## src/rtl/step_sequencer_if.sv

```systemverilog
// Command/status bundle for the stepper-motor step sequencer.
// The master side issues moves and aborts. The slave side (the sequencer)
// reports coil drive and progress.
interface step_sequencer_if;
  logic        cmd_valid;
  logic        cmd_ready;
  logic [15:0] cmd_steps;
  logic        cmd_dir;
  logic        cmd_half;
  logic        abort;
  logic [3:0]  coils;
  logic        busy;
  logic        done;
  logic [15:0] steps_done;

  modport master (
    output cmd_valid, cmd_steps, cmd_dir, cmd_half, abort,
    input  cmd_ready, coils, busy, done, steps_done
  );

  modport slave (
    input  cmd_valid, cmd_steps, cmd_dir, cmd_half, abort,
    output cmd_ready, coils, busy, done, steps_done
  );
endinterface

```

## src/rtl/step_sequencer.sv

```systemverilog
// Trapezoidal-profile stepper sequencer.
// A move starts at MAX_PERIOD and shortens the step period by ACC_STEP on each
// step until it reaches MIN_PERIOD. It then cruises, and lengthens the period
// again over the final ramp_cnt steps so the motor stops as gently as it started.
// The coil phase index is kept between moves, so the rotor holds its position.
module step_sequencer #(
  parameter logic [20:0] MIN_PERIOD = 21'd5000,
  parameter logic [20:0] MAX_PERIOD = 21'd50000,
  parameter logic [20:0] ACC_STEP   = 21'd500
) (
  input  logic            clk,
  input  logic            rst,
  step_sequencer_if.slave bus
);

  typedef enum logic [2:0] {
    S_IDLE,
    S_ACCEL,
    S_CRUISE,
    S_DECEL,
    S_DONE
  } state_t;

  state_t      state_q, state_d;
  logic [2:0]  phase_q, phase_d;
  logic [3:0]  coils_q, coils_d;
  logic [20:0] timer_q, timer_d;
  logic [20:0] period_q, period_d;
  logic [15:0] remaining_q, remaining_d;
  logic [15:0] ramp_q, ramp_d;
  logic [15:0] steps_done_q, steps_done_d;
  logic        dir_q, dir_d;
  logic        half_q, half_d;
  logic        done_q, busy_q, ready_q;

  logic [2:0]  phase_inc;
  logic [15:0] rem_next;
  logic [15:0] abort_rem;
  logic [21:0] period_up;
  logic        accel_floor;

  // Energised-coil pattern for each half-step position (A, B, A', B').
  function automatic logic [3:0] coil_pattern(input logic [2:0] idx);
    logic [3:0] pat;
    case (idx)
      3'd0: pat = 4'b1000;
      3'd1: pat = 4'b1100;
      3'd2: pat = 4'b0100;
      3'd3: pat = 4'b0110;
      3'd4: pat = 4'b0010;
      3'd5: pat = 4'b0011;
      3'd6: pat = 4'b0001;
      default: pat = 4'b1001;
    endcase
    return pat;
  endfunction

  // Next-state logic: command accept, step timing, ramp profile and abort.
  always_comb begin
    // NOTE: every _d takes its _q value first, so paths that do not assign it
    // simply hold state and no latch is inferred.
    state_d      = state_q;
    phase_d      = phase_q;
    timer_d      = timer_q;
    period_d     = period_q;
    remaining_d  = remaining_q;
    ramp_d       = ramp_q;
    steps_done_d = steps_done_q;
    dir_d        = dir_q;
    half_d       = half_q;

    phase_inc   = half_q ? 3'd1 : 3'd2;
    rem_next    = remaining_q - 16'd1;
    abort_rem   = (ramp_q < remaining_q) ? ramp_q : remaining_q;
    // The extra top bit keeps the ramp arithmetic from wrapping near either limit.
    period_up   = {1'b0, period_q} + {1'b0, ACC_STEP};
    accel_floor = ({1'b0, period_q} <= ({1'b0, MIN_PERIOD} + {1'b0, ACC_STEP}));

    case (state_q)
      S_IDLE: begin
        if (bus.cmd_valid) begin
          remaining_d  = bus.cmd_steps;
          dir_d        = bus.cmd_dir;
          half_d       = bus.cmd_half;
          period_d     = MAX_PERIOD;
          timer_d      = '0;
          ramp_d       = '0;
          steps_done_d = '0;
          state_d      = (bus.cmd_steps == 16'd0) ? S_DONE : S_ACCEL;
        end
      end

      S_ACCEL, S_CRUISE, S_DECEL: begin
        if (bus.abort && (state_q != S_DECEL)) begin
          // Stop within the distance it took to speed up; this cycle's step is dropped.
          timer_d     = '0;
          remaining_d = abort_rem;
          state_d     = (abort_rem == 16'd0) ? S_DONE : S_DECEL;
        end else if (timer_q == period_q - 21'd1) begin
          timer_d      = '0;
          phase_d      = dir_q ? (phase_q + phase_inc) : (phase_q - phase_inc);
          remaining_d  = rem_next;
          steps_done_d = steps_done_q + 16'd1;
          if (rem_next == 16'd0) begin
            state_d = S_DONE;
          end else if (rem_next <= ramp_q) begin
            state_d  = S_DECEL;
            period_d = (period_up >= {1'b0, MAX_PERIOD}) ? MAX_PERIOD : period_up[20:0];
            ramp_d   = (ramp_q == 16'd0) ? 16'd0 : ramp_q - 16'd1;
          end else if (state_q == S_ACCEL) begin
            ramp_d = ramp_q + 16'd1;
            if (accel_floor) begin
              period_d = MIN_PERIOD;
              state_d  = S_CRUISE;
            end else begin
              period_d = period_q - ACC_STEP;
            end
          end
        end else begin
          timer_d = timer_q + 21'd1;
        end
      end

      S_DONE:  state_d = S_IDLE;
      default: state_d = S_IDLE;
    endcase

    coils_d = coil_pattern(phase_d);
  end

  // State registers with synchronous reset; the status outputs are decoded from
  // the next state so they change on the same edge as the state.
  always_ff @(posedge clk) begin
    // NOTE: flops take non-blocking assignments only, so every flop samples
    // values from before this edge, whatever order the statements are in.
    if (rst) begin
      state_q      <= S_IDLE;
      phase_q      <= 3'd0;
      coils_q      <= 4'b1000;
      timer_q      <= '0;
      period_q     <= MAX_PERIOD;
      remaining_q  <= '0;
      ramp_q       <= '0;
      steps_done_q <= '0;
      dir_q        <= 1'b0;
      half_q       <= 1'b0;
      done_q       <= 1'b0;
      busy_q       <= 1'b0;
      ready_q      <= 1'b1;
    end else begin
      state_q      <= state_d;
      phase_q      <= phase_d;
      coils_q      <= coils_d;
      timer_q      <= timer_d;
      period_q     <= period_d;
      remaining_q  <= remaining_d;
      ramp_q       <= ramp_d;
      steps_done_q <= steps_done_d;
      dir_q        <= dir_d;
      half_q       <= half_d;
      done_q       <= (state_d == S_DONE);
      busy_q       <= (state_d != S_IDLE);
      ready_q      <= (state_d == S_IDLE);
    end
  end

  assign bus.cmd_ready  = ready_q;
  assign bus.busy       = busy_q;
  assign bus.done       = done_q;
  assign bus.coils      = coils_q;
  assign bus.steps_done = steps_done_q;

endmodule

```

## src/flat_wrapper.sv

```systemverilog
// flat-port wrapper written by rule: the top's interface ports become plain ports
module step_sequencer_flat 
#(
  parameter logic [20:0] MIN_PERIOD = 21'd5000,
  parameter logic [20:0] MAX_PERIOD = 21'd50000,
  parameter logic [20:0] ACC_STEP   = 21'd500
)
  (clk, rst, bus_cmd_valid, bus_cmd_steps, bus_cmd_dir, bus_cmd_half, bus_abort, bus_cmd_ready, bus_coils, bus_busy, bus_done, bus_steps_done);
  step_sequencer_if bus_i ();
  input  logic clk;
  input  logic rst;
  input wire logic [$bits(bus_i.cmd_valid)-1:0] bus_cmd_valid;
  input wire logic [$bits(bus_i.cmd_steps)-1:0] bus_cmd_steps;
  input wire logic [$bits(bus_i.cmd_dir)-1:0] bus_cmd_dir;
  input wire logic [$bits(bus_i.cmd_half)-1:0] bus_cmd_half;
  input wire logic [$bits(bus_i.abort)-1:0] bus_abort;
  output wire logic [$bits(bus_i.cmd_ready)-1:0] bus_cmd_ready;
  output wire logic [$bits(bus_i.coils)-1:0] bus_coils;
  output wire logic [$bits(bus_i.busy)-1:0] bus_busy;
  output wire logic [$bits(bus_i.done)-1:0] bus_done;
  output wire logic [$bits(bus_i.steps_done)-1:0] bus_steps_done;
  assign bus_i.cmd_valid = bus_cmd_valid;
  assign bus_i.cmd_steps = bus_cmd_steps;
  assign bus_i.cmd_dir = bus_cmd_dir;
  assign bus_i.cmd_half = bus_cmd_half;
  assign bus_i.abort = bus_abort;
  assign bus_cmd_ready = bus_i.cmd_ready;
  assign bus_coils = bus_i.coils;
  assign bus_busy = bus_i.busy;
  assign bus_done = bus_i.done;
  assign bus_steps_done = bus_i.steps_done;
  step_sequencer #(.MIN_PERIOD(MIN_PERIOD), .MAX_PERIOD(MAX_PERIOD), .ACC_STEP(ACC_STEP)) u_core (.clk(clk), .rst(rst), .bus(bus_i));
endmodule
```

## config.mk

```make
export PLATFORM = sky130hd
export DESIGN_NAME = step_sequencer_flat
export DESIGN_NICKNAME = d
export VERILOG_FILES = /design/src/rtl/step_sequencer_if.sv /design/src/rtl/step_sequencer.sv /design/src/flat_wrapper.sv
export SDC_FILE = /design/constraint.sdc
export NUM_CORES = 1
export LEC_CHECK = 0
export BUFFER_PORTS_ARGS = -buffer_cell sky130_fd_sc_hd__buf_4
export CORE_ASPECT_RATIO = 2
export CORE_UTILIZATION = 35
export CTS_CLUSTER_DIAMETER = 120
export DETAILED_ROUTE_END_ITERATION = 8
export GPL_TIMING_DRIVEN = 0
export HOLD_SLACK_MARGIN = 0.03
export PLACE_DENSITY = 0.52
export SLEW_MARGIN = 0
export SYNTH_ARGS = -nofsm -noshare
export SYNTH_HDL_FRONTEND = slang
export SYNTH_SLANG_ARGS = --single-unit
```

## constraint.sdc

```tcl
create_clock -name clk -period 12.07 [get_ports clk]
set_clock_uncertainty 0.05 [all_clocks]
set_input_delay 2.414 -clock clk [delete_from_list [all_inputs] [get_ports clk]]
set_output_delay 2.414 -clock clk [all_outputs]
set_load 0.01 [all_outputs]
```

## Word level (Yosys, flattened, before mapping)

Cells that the tools add are included.

- Register bits: 105
- Input bits: 22
- Output and inout port bits: 23
- Word-level logic and storage cells: 106

- Add/sub/neg operators: 10
- $lt $le $gt $ge: 4
- Eq/ne operators: 18
- Mux-type cells: 45
- Reduce and logical (&&, ||, !) cells: 16

Operators by type and width:

| kind | count |
|---|---|
| $mux 21 | 11 |
| $mux 16 | 13 |
| $pmux 16 s2 | 3 |
| $pmux 21 s2 | 2 |
| $logic_not 16->1 | 4 |
| $mux 3 | 13 |
| $add 16x1->16 const B | 2 |
| $sub 16x1->16 const B | 2 |
| $pmux 4 s7 | 1 |
| $add 21x9->22 const B | 1 |
| $ge 22x16->1 const B | 1 |
| $add 21x1->21 const B | 1 |
| $eq 21x21->1 | 1 |
| $le 21x13->1 const B | 1 |
| $sub 21x1->21 const B | 1 |
| $sub 21x9->21 const B | 1 |
| $le 16x16->1 | 1 |
| $lt 16x16->1 | 1 |
| $eq 3x2->1 const B | 4 |
| $eq 3x3->1 const B | 4 |
| $logic_not 3->1 | 3 |
| $eq 3x1->1 const B | 2 |
| $ne 2x2->1 const B | 3 |
| $ne 3x1->1 const B | 2 |
| other kinds (14) | 15 |

## Logic depth before layout (Yosys ltp)

Gate-level depths: netlist (run 1).

- Word-level depth: 9
- Mapped depth: 20
- Depth with buffers taken out: 16

## Worst setup path after synthesis (run 1)

No wires, ideal clock.

- Kind: reg2reg
- From: register u_core.remaining_q[0]
- To: register u_core.period_q[11]
- Library setup time: 57 ps
- Arrival time: 4369 ps
- Data required time: 11963 ps
- Slack: 7593 ps
- Stages on the path, launching flop included: 19
- Path buffers: 3
- Clock period less this slack: 4477 ps
- Cells stage by stage: dfxtp_1 -> clkbuf_1 -> inv_1 -> ha_1 -> buf_1 -> or4b_1 -> nor4_1 -> xnor2_1 -> inv_1 -> ha_1 -> and3_1 -> a221oi_1 -> o221ai_1 -> o31ai_2 -> clkbuf_1 -> a21oi_1 -> or2_2 -> a211oi_1 -> a21o_1

- Word-level cells in the longest chain between the ends: 7
- Elaborated cells on any way between the ends: 11
- Classes of those cells: add/sub (1); order compare (1); eq/ne (2); mux (5); reduce/logical (2)

Ends and longest elaborated chain:

| element | RTL line | source |
|---|---|---|
| start: declaration | step_sequencer.sv:29 | `logic [15:0] remaining_q, remaining_d;` |
| start signal: assignment | step_sequencer.sv:156 | `remaining_q <= remaining_d;` |
| $sub 16x1->16 (*) | step_sequencer.sv:73 | `rem_next = remaining_q - 16'd1;` |
| $le 16x16->1 | step_sequencer.sv:106 | `end else if (rem_next <= ramp_q) begin` |
| $mux 21 | step_sequencer.sv:106 |  |
| $mux 21 | step_sequencer.sv:104 | `if (rem_next == 16'd0) begin` |
| $mux 21 | step_sequencer.sv:99 | `end else if (timer_q == period_q - 21'd1) begin` |
| $mux 21 | step_sequencer.sv:94 | `if (bus.abort && (state_q != S_DECEL)) begin` |
| $pmux 21 s2 | step_sequencer.sv:79 | `case (state_q)` |
| end signal: assignment | step_sequencer.sv:155 | `period_q <= period_d;` |
| end: declaration | step_sequencer.sv:28 | `logic [20:0] period_q, period_d;` |

Every way passes the cells marked *; elsewhere a longest branch is shown, timed or not. The select of a mux whose other input is x is not followed.
A chain may end at the register's enable or synchronous reset.

## Final worst setup path (run 1)

- From: register u_core.remaining_q[0]
- To: register u_core.period_q[17]

The elaborated chain is that of the path after synthesis.

==> impl_summary.txt, run 1 <==
----------------------------------------------------
[Clock tree]
  Max Buffers Root-to-Sink ... 2
  Gates resized, CTS repair ... 0
  Clock Sinks ... ~100
  Total number of H-tree levels ... 3
  TritonCTS buffer count ... 9
  # Post-CTS Setup Buffers ... 0
  Insertion delay to the later sink of the worst-skew pair ... roughly 0.39 ns
  Clock tree from TritonCTS ... yes
  Cts hold-fix bufs ... 0
  Root Driver ... sky130_fd_sc_hd__clkbuf_16
  Register clock-pin slew on the reported worst setup and hold paths ... 0.08 ns

[Finish]
  # diodes ... 0
  Commonest non-fill, non-tap cells in the layout ... 103 x sky130_fd_sc_hd__dfxtp_1, 92 x sky130_fd_sc_hd__nand2_1, 90 x sky130_fd_sc_hd__nor2_1
  Share of cells above drive strength 1 ... around an eighth
  Number of nets at the end of the flow ... ~1200
  Layout overhead on the synthesized area ... 11.8%
  Leading cell type in the layout, fill and taps excluded ... sky130_fd_sc_hd__dfxtp_1
  Final core area utilization ... about two fifths

[STA]
  Worst slew slack as a fraction of its limit ... a little under two fifths
  Final TNS setup ... 0 ns
  Number of max-slew violations in the final report ... 0
  Crit share post-route ... approximately 51%
  Setup repair after global routing missed its margin ... no
  Minimum clock period after layout ... 6.12 ns
  Setup-violating endpoint count in the final report ... 0
  Achievable Freq ... between 150 and 200 MHz
  Least-Margin Pin Slew ... a little over 0.9 ns
  Count of final hold-check violations ... 0

[Die]
  DIE HEIGHT ... between 200 and 250 um
  Effective utilization at floorplan ... between 30% and 40%
  Width of the die ... 111 um
  Boundary Pins ... between 40 and 50
  Area of the die ... ~25000 um2
  Core outline area ... ~23000 um2
  Number of placement rows ... around 80

[Detailed routing]
  Total wire length ... approximately 33000 um
  Number of search-and-repair iterations in the first detailed-routing pass ... 5
  Detailed-route vias per instance ... ~6
  Via total after detailed routing ... 8580
  Initial detailed-routing violation count ... between 400 and 500
  Mean routed wirelength per cell ... roughly 23 um
  Number of nets with antenna violations after detailed routing ... 0
  Total DRC errors in the routed layout ... 0

[Pwr]
  Sw frac ... between 50% and 60%
  Internal cell power ... between 1 and 1.5 mW
  Part of the total power dissipated in combinational logic ... between 60% and 70%
  Worst IR drop on VDD ... 0.000119 V
  Power share of the sequential group ... about 20%
  Leakage power ... 3.49 nW
  Power after layout ... approximately 2.2 mW
  Power spent charging and discharging nets ... between 1 and 1.5 mW
  Share of power burned in the clock network ... 14.9%
  P per Cell Area ... ~230 nW/um2

[Worst hold path]
  Tightest Hold Check Type ... flop to flop

[Setup path]
  Buf/Inv on CP ... 6
  Type of destination of the critical path ... flop
  Maximum net fanout on the critical path ... 10
  Worst path cell trace ... clkbuf_1 > inv_1 > ha_1 > buf_1 > or4b_1 > nor4_1 > xnor2_1 > inv_1 > ha_1 > nand4_1 > nor4_1 > a21boi_0 > o31a_1 > buf_2 > buf_1 > nand2_1 > nor2_1 > a21oi_1 > o32ai_1
  Delay contributed by the slowest stage of the critical path ... ~0.53 ns
  Critical path arrival ... approximately 6.4 ns
  Worst Path Required ... between 10 and 15 ns
  Highest-delay cell along the critical path ... sky130_fd_sc_hd__or4b_1
  Worst setup path category ... flop to flop
  CP Launch Type ... flop
  Category of cells accounting for the largest share of critical-path delay ... simple AND/OR/NAND/NOR gates

[Logic synthesis]
  Post-Syn Nets ... 1148
  Post-synthesis xor/xnor area fraction ... under 10%
  Avg Inst Size Synth ... around 7.7 um2
  Proportion of synthesized chip area in sequential cells ... 24.7%
  Mux cell area share after synthesis ... ~2.4%
  Area fraction in compound gates after synthesis ... a little under a quarter
  Cell count after synthesis ... between 1000 and 1500
  Total standard cell area after synthesis ... around 8400 um2
  Number of register bits inferred by synthesis ... 103
  Post-synth ARST share ... 0%
  Count of flip-flops with a built-in enable after synthesis ... 0
  Total of warnings raised by yosys ... 0
  Largest family of logic cells by synthesized area ... simple AND/OR/NAND/NOR gates
  Simple-gate share of the synthesized area ... 29.0%
  Synthesized-area fraction occupied by adder cells ... around 6.5%
  Number of distinct standard cells referenced by the synthesized netlist ... 88
  Main flop type after synthesis ... sky130_fd_sc_hd__dfxtp_1

[Outcome]
  Outcome ... complete, no violations

[Place]
  Number of buffers added on ports ... between 40 and 50
  Final RePlAce weighted congestion ... about 0.96
  Placed wire-length estimate after detailed placement ... about 26000 um

[Run]
  Max-capacitance violation count ... 0

[GRT]
  Total Routing Usage GR ... around 27%
  Vias in the first global route ... between 8000 and 9000
  Global-route wire length before repair ... approximately 49000 um
  Overall overflow remaining after global route ... 0
  Antenna violations before repair ... 0
  Maximum number of pins on one net before global-route repair ... 19

----------------------------------------------------
-- final timing paths --
path / startpoint / to / slack [ns] / depth (start not counted)
setup / recovery: u_core.remaining_q[0] / u_core.period_q[17] / 5.95 / 19
hold / removal: u_core.half_q / u_core.half_q / 0.43 / 2
setup reg to reg: u_core.remaining_q[0] / u_core.period_q[17] / 5.95 / 19
hold reg to reg: u_core.half_q / u_core.half_q / 0.43 / 2
-- layer usage --
metal	vias to the layer above	GRT usage, %	routed length [um]
met2	269	51.2	17400
li1	4108	-	-
met3	146	3.62	1030
met1	4057	24.1	10800
met4	0	28.2	3560
met5	-	0	0
-- logic make-up after synthesis --
family / Yosys count
adder cells (fa/ha/maj): 43
AO/OA/AOI/OAI: 280
flip-flops: 103
buffers and inverters: 123
multiplexers: 20
AND/OR/NAND/NOR: 443
XOR/XNOR: 71
-- power groups by stage --
| stage | clock network [mW] | logic [mW] | registers (mW) |
|---|---|---|---|
| 3_3_place_gp | 0 | 1.40 | 0.431 |
| 6_report | 0.324 | 1.43 | 0.426 |
| 4_1_cts | 0.332 | 1.41 | 0.423 |
| 5_1_grt | 0.343 | 1.55 | 0.428 |
| 2_1_floorplan | 0 | 0.970 | 0.414 |
| 3_5_place_dp | 0 | 1.40 | 0.432 |
-- registers in the layout (all words and copies together) (netlist names) --
name                   cells
u_core.bus.busy            1
u_core.bus.cmd_ready       1
u_core.bus.coils           4
u_core.bus.done            1
u_core.bus.steps_done     16
u_core.dir_q               1
u_core.half_q              1
u_core.period_q           19
u_core.phase_q             3
u_core.ramp_q             16
u_core.remaining_q        16
u_core.state_q             3
u_core.timer_q            21
-- cell type report --
type	count	area [um2]
repair buffers	43	323
plain buffers	75	343
clock buffers	10	229
flip-flops and latches	103	2060
multi-input cells	857	5770
inverters	48	180
well taps	283	354
fillers	2478	14000
clock inverters	6	77.6
-- cells in the mapped netlist (19+ instances only) --
library cell	number	area [um2]
sky130_fd_sc_hd__nor2_1	90	338
sky130_fd_sc_hd__xor2_1	35	307
sky130_fd_sc_hd__nor3_1	37	185
sky130_fd_sc_hd__clkbuf_1	47	176
sky130_fd_sc_hd__nand4_1	26	163
sky130_fd_sc_hd__nand2_1	92	345
sky130_fd_sc_hd__dfxtp_1	103	2060
sky130_fd_sc_hd__mux2i_1	19	190
sky130_fd_sc_hd__ha_1	42	526
sky130_fd_sc_hd__a21oi_1	60	300
sky130_fd_sc_hd__o21ai_0	34	170
sky130_fd_sc_hd__inv_1	47	176
sky130_fd_sc_hd__xnor2_1	36	315
sky130_fd_sc_hd__and3_1	25	156
sky130_fd_sc_hd__o21ai_1	21	105
sky130_fd_sc_hd__nand3_1	40	200
-- per-stage QoR --
step / hold slack (ns) / setup slack (ns) / instances / cell area, um2
6_report: 0.429 / 5.95 / 1425 / 9340
5_1_grt: 0.456 / 5.60 / 1425 / 9340
4_1_cts: 0.433 / 6.06 / 1425 / 9340
3_5_place_dp: 0.421 / 6.09 / 1409 / 9030
3_3_place_gp: 0.419 / 6.08 / 1409 / 9030
2_1_floorplan: 0.401 / 7.59 / 1083 / 8350
-- worst reg2reg max path: stages (launching register included) --
cell	delay [ns]
sky130_fd_sc_hd__dfxtp_1	0.39
sky130_fd_sc_hd__clkbuf_1	0.24
sky130_fd_sc_hd__inv_1	0.15
sky130_fd_sc_hd__ha_1	0.15
sky130_fd_sc_hd__buf_1	0.32
sky130_fd_sc_hd__or4b_1	0.53
sky130_fd_sc_hd__nor4_1	0.31
sky130_fd_sc_hd__xnor2_1	0.38
sky130_fd_sc_hd__inv_1	0.11
sky130_fd_sc_hd__ha_1	0.33
sky130_fd_sc_hd__nand4_1	0.14
sky130_fd_sc_hd__nor4_1	0.41
sky130_fd_sc_hd__a21boi_0	0.38
sky130_fd_sc_hd__o31a_1	0.29
sky130_fd_sc_hd__buf_2	0.27
sky130_fd_sc_hd__buf_1	0.51
sky130_fd_sc_hd__nand2_1	0.39
sky130_fd_sc_hd__nor2_1	0.35
sky130_fd_sc_hd__a21oi_1	0.11
sky130_fd_sc_hd__o32ai_1	0.21
Note: power is estimated with default switching activity, not from simulation.
==> run 2: changes to the inputs <==
--- a/config.mk
+++ b/config.mk
@@ -5,6 +5,7 @@
 export SDC_FILE = /design/constraint.sdc
 export NUM_CORES = 1
 export LEC_CHECK = 0
+export ABC_AREA = 1
 export BUFFER_PORTS_ARGS = -buffer_cell sky130_fd_sc_hd__buf_4
 export CORE_ASPECT_RATIO = 2
 export CORE_UTILIZATION = 35
@@ -12,7 +13,7 @@
 export DETAILED_ROUTE_END_ITERATION = 8
 export GPL_TIMING_DRIVEN = 0
 export HOLD_SLACK_MARGIN = 0.03
-export PLACE_DENSITY = 0.52
+export PLACE_DENSITY = 0.51
 export SLEW_MARGIN = 0
 export SYNTH_ARGS = -nofsm -noshare
 export SYNTH_HDL_FRONTEND = slang
==> constraint.sdc (replaced) <==
create_clock -name clk -period 6.35 [get_ports clk]
set_clock_uncertainty 0.05 [all_clocks]
set_input_delay 1.27 -clock clk [delete_from_list [all_inputs] [get_ports clk]]
set_output_delay 1.27 -clock clk [all_outputs]
set_load 0.01 [all_outputs]
==> run 2 against run 1 <==
Against the previous run: clock power grew 86%; highest routed layer unchanged; synthesized cell count up 52%; clock-buffer cell count unchanged; worst hold slack better by 0.022 ns; sequential power increased by 120%; flip-flop and latch count unchanged.
==> impl_summary.txt, run 2 <==
----------------------------------------------------
[Worst hold path]
  Hold-critical path depth ... 2
  Critical hold path startpoint ... u_core.timer_q[1]
  Hold EP ... u_core.timer_q[1]
  Tightest Hold Check Type ... flop to flop

[Finish]
  Max FFs per register ... 21
  Number of nets at the end of the flow ... approximately 1800
  Leading cell type in the layout, fill and taps excluded ... sky130_fd_sc_hd__nand2_1
  Filler cell count in the final layout ... just over 3000
  Total area of multi-input combinational cells ... between 6000 and 7000 um2
  Finished Layout Cells ... 2050
  # diodes ... 0
  Largest regs ... u_core.timer_q (21), u_core.period_q (19)
  Commonest non-fill, non-tap cells in the layout ... 512 x sky130_fd_sc_hd__nand2_1, 233 x sky130_fd_sc_hd__nor2_1, 162 x sky130_fd_sc_hd__inv_1
  Largest register by flop count ... u_core.timer_q
  Layout overhead on the synthesized area ... 10.9%
  Register area ... roughly 2100 um2
  Share of cells above drive strength 1 ... under 10%

[Logic synthesis]
  Main flop type after synthesis ... sky130_fd_sc_hd__dfxtp_1
  Count of flip-flops with a built-in enable after synthesis ... 0
  Proportion of synthesized chip area in sequential cells ... between 20% and 30%
  Total of warnings raised by yosys ... 0
  Post-synth ARST share ... 0%
  Cell types occupying the most area after synthesis ... sky130_fd_sc_hd__dfxtp_1 21%, sky130_fd_sc_hd__nand2_1 20%, sky130_fd_sc_hd__nor2_1 9.0%
  Portion of synthesized cell area occupied by the leading cell type ... 21.3%
  Avg Inst Size Synth ... roughly 5.9 um2
  Most area-hungry cell type in the Yosys netlist ... sky130_fd_sc_hd__dfxtp_1
  Cell count after synthesis ... around 1600
  Cell with the most instances after synthesis ... sky130_fd_sc_hd__nand2_1
  Synth cell count leaders ... 512 x sky130_fd_sc_hd__nand2_1, 233 x sky130_fd_sc_hd__nor2_1, 162 x sky130_fd_sc_hd__inv_1
  Post-Syn Nets ... ~1700
  Number of distinct standard cells referenced by the synthesized netlist ... 53
  Number of register bits inferred by synthesis ... 103
  Total standard cell area after synthesis ... roughly 9700 um2

[Setup path]
  Type of destination of the critical path ... flop
  R2R cell count ... 19
  Worst Path Required ... ~6.6 ns
  Endpoint of the most critical register-to-register path ... u_core.ramp_q[9]
  Critical path arrival ... ~5.4 ns
  Maximum net fanout on the critical path ... 10
  Worst setup slack for register-to-register paths ... between 1 and 1.5 ns
  Worst setup path category ... flop to flop
  CP Launch Type ... flop
  Reg2reg start ... u_core.remaining_q[0]

[Place]
  Final RePlAce weighted congestion ... between 0.9 and 1
  Instance count after placement with tap cells included ... 2036
  Post-Place Worst Slack ... 1.32 ns
  Placed wire-length estimate after detailed placement ... ~32000 um
  Number of buffers added on ports ... 44

[GRT]
  Vias in the first global route ... roughly 11000
  Total Routing Usage GR ... about 28%
  Overall overflow remaining after global route ... 0
  Maximum number of pins on one net before global-route repair ... 17
  Global-route wire length before repair ... around 60000 um
  Antenna violations before repair ... 0

[Clock tree]
  TritonCTS buffer count ... 9
  Total number of H-tree levels ... 3
  Root Driver ... sky130_fd_sc_hd__clkbuf_16
  Gates resized, CTS repair ... 0
  Cts hold-fix bufs ... 0
  Max Buffers Root-to-Sink ... 2
  Clock tree from TritonCTS ... yes
  # Post-CTS Setup Buffers ... 0
  Insertion delay to the later sink of the worst-skew pair ... ~0.4 ns
  Clock Sinks ... approximately 100
  Register clock-pin slew on the reported worst setup and hold paths ... roughly 0.08 ns

[Die]
  Core outline area ... approximately 27000 um2
  Boundary Pins ... between 40 and 50
  Width of the die ... 120 um
  Area of the die ... approximately 28000 um2
  DIE HEIGHT ... roughly 240 um
  Number of placement rows ... between 80 and 90
  Effective utilization at floorplan ... about 36%

[Detailed routing]
  Total wire length ... ~39000 um
  Initial detailed-routing violation count ... about 600
  Number of nets with antenna violations after detailed routing ... 0
  Mean routed wirelength per cell ... 19.2 um
  Via total after detailed routing ... approximately 11000
  Detailed-route vias per instance ... approximately 5.3
  Total DRC errors in the routed layout ... 0
  Number of search-and-repair iterations in the first detailed-routing pass ... 5

[Pwr]
  P per Cell Area ... 531 nW/um2
  Sw frac ... 60.3%
  Part of the total power dissipated in combinational logic ... around 73%
  Power spent charging and discharging nets ... between 3 and 4 mW
  Power share of the sequential group ... ~16%
  Internal cell power ... between 2 and 2.5 mW
  Share of power burned in the clock network ... 10.6%
  Worst IR drop on VDD ... 0.000233 V
  Leakage power ... between 4 and 5 nW

[STA]
  Setup repair after global routing missed its margin ... no
  Count of final hold-check violations ... 0
  Final TNS setup ... 0 ns
  Worst slew slack as a fraction of its limit ... approximately 29%
  Number of max-slew violations in the final report ... 0
  Minimum setup slack in the final design ... 1.15 ns
  Setup-violating endpoint count in the final report ... 0
  Achievable Freq ... about 190 MHz
  Minimum clock period after layout ... about 5.2 ns
  Crit share post-route ... roughly 82%
  Least-Margin Pin Slew ... approximately 1.1 ns

[Outcome]
  Outcome ... complete, no violations

[Run]
  Max-capacitance violation count ... 0

----------------------------------------------------
[run 2: kinds of logic after synthesis]
logic type,Yosys count,synth area share (%)
compound gates,193,11.2
flops,103,21.3
simple gates,1006,45.7
xor+xnor,65,6.11
buf+inv,234,10.1
fa+ha+maj,43,5.64
[run 2: worst max-delay path, stage by stage, from the launching register on]
cell and delay (ns):
sky130_fd_sc_hd__dfxtp_1 0.38, sky130_fd_sc_hd__inv_1 0.17, sky130_fd_sc_hd__ha_1 0.39, sky130_fd_sc_hd__nand2_1 0.13, sky130_fd_sc_hd__nor2_1 0.35, sky130_fd_sc_hd__nand2_1 0.14
sky130_fd_sc_hd__xor2_1 0.38, sky130_fd_sc_hd__inv_1 0.09, sky130_fd_sc_hd__ha_1 0.28, sky130_fd_sc_hd__nand3_1 0.12, sky130_fd_sc_hd__nor2_1 0.32, sky130_fd_sc_hd__nand4_1 0.18
sky130_fd_sc_hd__nand2_1 0.22, sky130_fd_sc_hd__clkbuf_1 0.55, sky130_fd_sc_hd__clkbuf_1 0.52, sky130_fd_sc_hd__nor2_1 0.10, sky130_fd_sc_hd__o21ai_0 0.47, sky130_fd_sc_hd__nand2_1 0.11
sky130_fd_sc_hd__nand2_1 0.07, sky130_fd_sc_hd__nor2_1 0.05
[run 2: layout make-up]
class	count	share of cell area, %
Tap cell	348	4.05
Multi-Input combinational cell	1307	61.9
Timing Repair Buffer	44	3.08
Clock inverter	4	0.513
Clock buffer	10	2.23
Inverter	174	6.08
Buffer	60	2.99
Sequential cell	103	19.2
[run 2: routing by layer]
layer	part of all wire [%]	up-vias	GRT usage, %
li1	-	5375	-
met1	32	4948	24.2
met2	55	298	55.6
met3	2.9	163	3.21
met4	9.7	0	26.0
met5	0	-	0
[run 2: worst max-delay path by stage]
stage	startpoint	endpoint	slack [ns]	cells after the start
2_1_floorplan	u_core.remaining_q[0]	u_core.ramp_q[9]	3.30	22
3_5_place_dp	u_core.remaining_q[0]	u_core.ramp_q[9]	1.32	19
6_report	u_core.remaining_q[0]	u_core.ramp_q[9]	1.15	19
4_1_cts	u_core.remaining_q[0]	u_core.ramp_q[9]	1.26	19
5_1_grt	u_core.remaining_q[0]	u_core.ramp_q[9]	1.03	19
3_3_place_gp	u_core.remaining_q[0]	u_core.ramp_q[9]	1.27	19
[run 2: per-stage QoR]
step / hold slack (ns) / instance area (um2) / utilization [%] / power, mW
after floorplan: 0.413 / 9680 / - / 3.67
after detailed placement: 0.439 / 10400 / 38.7 / 5.04
after global routing: 0.482 / 10700 / 39.8 / 6.17
after global placement: 0.432 / 10400 / 38.7 / 5.03
after CTS: 0.451 / 10700 / 39.8 / 5.67
final: 0.451 / 10700 / 39.8 / 5.70
[run 2: power by group through the flow]
stage / Clock, mW / Combinational [mW] / Sequential (mW)
floorplan: 0 / 2.79 / 0.881
global placement: 0 / 4.10 / 0.929
detailed placement: 0 / 4.12 / 0.927
CTS: 0.619 / 4.13 / 0.915
global route: 0.645 / 4.60 / 0.933
finish: 0.603 / 4.18 / 0.918
==> run 3: changes to the inputs <==
--- a/config.mk
+++ b/config.mk
@@ -13,7 +13,7 @@
 export DETAILED_ROUTE_END_ITERATION = 8
 export GPL_TIMING_DRIVEN = 0
 export HOLD_SLACK_MARGIN = 0.03
-export PLACE_DENSITY = 0.51
+export PLACE_DENSITY = 0.53
 export SLEW_MARGIN = 0
 export SYNTH_ARGS = -nofsm -noshare
 export SYNTH_HDL_FRONTEND = slang
==> constraint.sdc (replaced) <==
create_clock -name clk -period 4.6 [get_ports clk]
set_clock_uncertainty 0.05 [all_clocks]
set_input_delay 0.92 -clock clk [delete_from_list [all_inputs] [get_ports clk]]
set_output_delay 0.92 -clock clk [all_outputs]
set_load 0.01 [all_outputs]
==> run 3 against run 2 <==
Against the previous run: clock power grew 43%; worst setup slack lost 0.96 ns; largest power group unchanged; final cell count is essentially flat; largest cell class unchanged; sequential power grew 38%; power grew 39%; die area is the same; fmax grew 18%; global-route usage shrank 0.69 points; highest routed layer unchanged; clock-buffer cell count is the same; first-iteration DRC count grew 13%; critical path type unchanged.
==> impl_summary.txt, run 3 (synthesis results as in run 2) <==
----------------------------------------------------
[Outcome]
  Outcome ... complete, no violations

[Die]
  Width of the die ... between 100 and 150 um
  Number of placement rows ... 85
  Core outline area ... 27000 um2
  DIE HEIGHT ... roughly 240 um
  Boundary Pins ... 45
  Area of the die ... approximately 28000 um2
  Effective utilization at floorplan ... about 36%

[Worst hold path]
  Tightest Hold Check Type ... flop to flop

[STA]
  Number of max-slew violations in the final report ... 0
  Worst hold margin ... 0.450 ns
  Least-Margin Pin Slew ... 1.15 ns
  Count of final hold-check violations ... 0
  Setup-violating endpoint count in the final report ... 0
  Achievable Freq ... around 230 MHz
  Minimum clock period after layout ... between 4 and 5 ns
  Worst slew slack as a fraction of its limit ... a little under a quarter
  Crit share post-route ... a little over nine tenths
  Setup repair after global routing missed its margin ... no
  Minimum setup slack in the final design ... 0.196 ns

[Pwr]
  Sw frac ... around three fifths
  Power after layout ... 7.92 mW
  Worst IR drop on VDD ... approximately 0.00043 V
  Leakage power ... ~5.0 nW
  Part of the total power dissipated in combinational logic ... around three quarters
  Power share of the sequential group ... 16.0%
  Power spent charging and discharging nets ... roughly 4.8 mW
  Share of power burned in the clock network ... about 11%
  P per Cell Area ... 735 nW/um2
  Internal cell power ... approximately 3.2 mW

[Clock tree]
  Register clock-pin slew on the reported worst setup and hold paths ... 0.08 ns
  Clock Sinks ... ~100
  TritonCTS buffer count ... 9
  Cts hold-fix bufs ... 0
  Clock tree from TritonCTS ... yes
  Insertion delay to the later sink of the worst-skew pair ... 0.39 ns
  Total number of H-tree levels ... 3
  Root Driver ... sky130_fd_sc_hd__clkbuf_16
  Max Buffers Root-to-Sink ... 2
  # Post-CTS Setup Buffers ... 0

[GRT]
  Maximum number of pins on one net before global-route repair ... 19
  Overall overflow remaining after global route ... 0
  Global-route wire length before repair ... around 58000 um
  Antenna violations before repair ... 0
  Vias in the first global route ... between 10000 and 15000
  Total Routing Usage GR ... approximately 28%

[Setup path]
  Buf/Inv on CP ... 6
  Worst Path Required ... slightly below 5 ns
  Most frequent CP cell ... sky130_fd_sc_hd__nand2_1
  Worst path cell trace ... inv_1 > ha_2 > inv_1 > nor2_1 > nand3_1 > nand2_1 > inv_1 > ha_1 > nand2_1 > inv_1 > nand3_1 > nor2_1 > nand4_1 > nand2_1 > clkbuf_2 > clkbuf_2 > nor2_1 > o21ai_1 > nand2_1 > nand2_1 > nor2_1
  Category of cells accounting for the largest share of critical-path delay ... simple AND/OR/NAND/NOR gates
  Critical path arrival ... 4.64 ns
  Worst setup path category ... flop to flop
  Maximum net fanout on the critical path ... 10
  Delay contributed by the slowest stage of the critical path ... roughly 0.39 ns
  Type of destination of the critical path ... flop
  Worst setup slack for register-to-register paths ... around 0.20 ns
  Highest-delay cell along the critical path ... sky130_fd_sc_hd__clkbuf_2
  CP Launch Type ... flop

[Detailed routing]
  Via total after detailed routing ... roughly 11000
  Total wire length ... 38600 um
  Detailed-route vias per instance ... roughly 5.3
  Number of nets with antenna violations after detailed routing ... 0
  Initial detailed-routing violation count ... 674
  Total DRC errors in the routed layout ... 0
  Number of search-and-repair iterations in the first detailed-routing pass ... 7
  Mean routed wirelength per cell ... between 15 and 20 um

[Finish]
  Largest regs ... u_core.timer_q (21), u_core.period_q (19)
  Total area of multi-input combinational cells ... 6660 um2
  Largest register by flop count ... u_core.timer_q
  Share of cells above drive strength 1 ... under 10%
  # diodes ... 0
  Commonest non-fill, non-tap cells in the layout ... 512 x sky130_fd_sc_hd__nand2_1, 233 x sky130_fd_sc_hd__nor2_1, 162 x sky130_fd_sc_hd__inv_1
  Register area ... between 2000 and 2500 um2
  Leading cell type in the layout, fill and taps excluded ... sky130_fd_sc_hd__nand2_1
  Max FFs per register ... 21
  Finished Layout Cells ... 2052
  Layout overhead on the synthesized area ... 11.3%
  Number of nets at the end of the flow ... 1764
  Non-Filler Cell Area, Final ... approximately 11000 um2
  Filler cell count in the final layout ... 3062

[Run]
  Max-capacitance violation count ... 0

[Place]
  Instance area after placement ... about 10000 um2
  Number of buffers added on ports ... 44
  Final RePlAce weighted congestion ... slightly below 1
  Post-Place Worst Slack ... -0.476 ns
  Instance count after placement with tap cells included ... about 2000
  Placed wire-length estimate after detailed placement ... 31500 um

----------------------------------------------------
[run 3: cell count changes in the layout (fill, tap and decap cells not counted), sizes merged]
cell and delta:
clkinvlp -1, inv +3
[run 3: metrics by stage]
step                TNS, ns  util, %
finish                    0     39.9
global route              0     39.9
CTS                       0     39.9
detailed placement    -2.45     38.7
global placement      -2.62     38.7
floorplan                 0        -
[run 3: metal layers]
layer  wire length [um]  global-route usage [%]  vias up
li1                   -                       -     5381
met2              21300                    54.1      343
met5                  0                       0        -
met3               1180                    3.26      178
met4               3890                    27.2        0
met1              12200                    22.9     4882
[run 3: worst paths after layout]
| kind | from | endpoint | cells after the start |
|---|---|---|---|
| worst min-delay path | u_core.timer_q[3] | u_core.timer_q[3] | 2 |
| worst min register to register | u_core.timer_q[3] | u_core.timer_q[3] | 2 |
| worst max-delay path | u_core.remaining_q[0] | u_core.ramp_q[9] | 21 |
| worst max register to register | u_core.remaining_q[0] | u_core.ramp_q[9] | 21 |
[run 3: what timing repair did]
action                                 CTS  global route
resized for setup                        5             4
endpoints found under the hold margin    0             0
setup endpoints to repair               18            21
[run 3: area by class of cell]
class                           count  share of cell area [%]
Buffer                             60                    3.03
Multi-Input combinational cell   1307                    61.8
Clock buffer                       10                    2.22
Clock inverter                      6                   0.673
Sequential cell                   103                    19.1
Tap cell                          348                    4.04
Timing Repair Buffer               44                    3.07
Inverter                          174                    6.06
[run 3: power by group through the flow]
stage | sequential [mW] | combinational [mW] | clock [mW]
final | 1.27 | 5.79 | 0.864
after detailed placement | 1.28 | 5.65 | 0
after global placement | 1.28 | 5.62 | 0
after floorplan | 1.22 | 3.85 | 0
after CTS | 1.26 | 5.70 | 0.893
after global routing | 1.29 | 6.34 | 0.910
[run 3: worst reg2reg max path, stage by stage (launching register included)]
cell and delay (ns):
sky130_fd_sc_hd__dfxtp_1 0.38, sky130_fd_sc_hd__inv_1 0.18, sky130_fd_sc_hd__ha_2 0.32, sky130_fd_sc_hd__inv_1 0.13
sky130_fd_sc_hd__nor2_1 0.33, sky130_fd_sc_hd__nand3_1 0.13, sky130_fd_sc_hd__nand2_1 0.20, sky130_fd_sc_hd__inv_1 0.07
sky130_fd_sc_hd__ha_1 0.27, sky130_fd_sc_hd__nand2_1 0.04, sky130_fd_sc_hd__inv_1 0.06, sky130_fd_sc_hd__nand3_1 0.14
sky130_fd_sc_hd__nor2_1 0.26, sky130_fd_sc_hd__nand4_1 0.13, sky130_fd_sc_hd__nand2_1 0.22, sky130_fd_sc_hd__clkbuf_2 0.35
sky130_fd_sc_hd__clkbuf_2 0.39, sky130_fd_sc_hd__nor2_1 0.09, sky130_fd_sc_hd__o21ai_1 0.34, sky130_fd_sc_hd__nand2_1 0.09
sky130_fd_sc_hd__nand2_1 0.07, sky130_fd_sc_hd__nor2_1 0.05
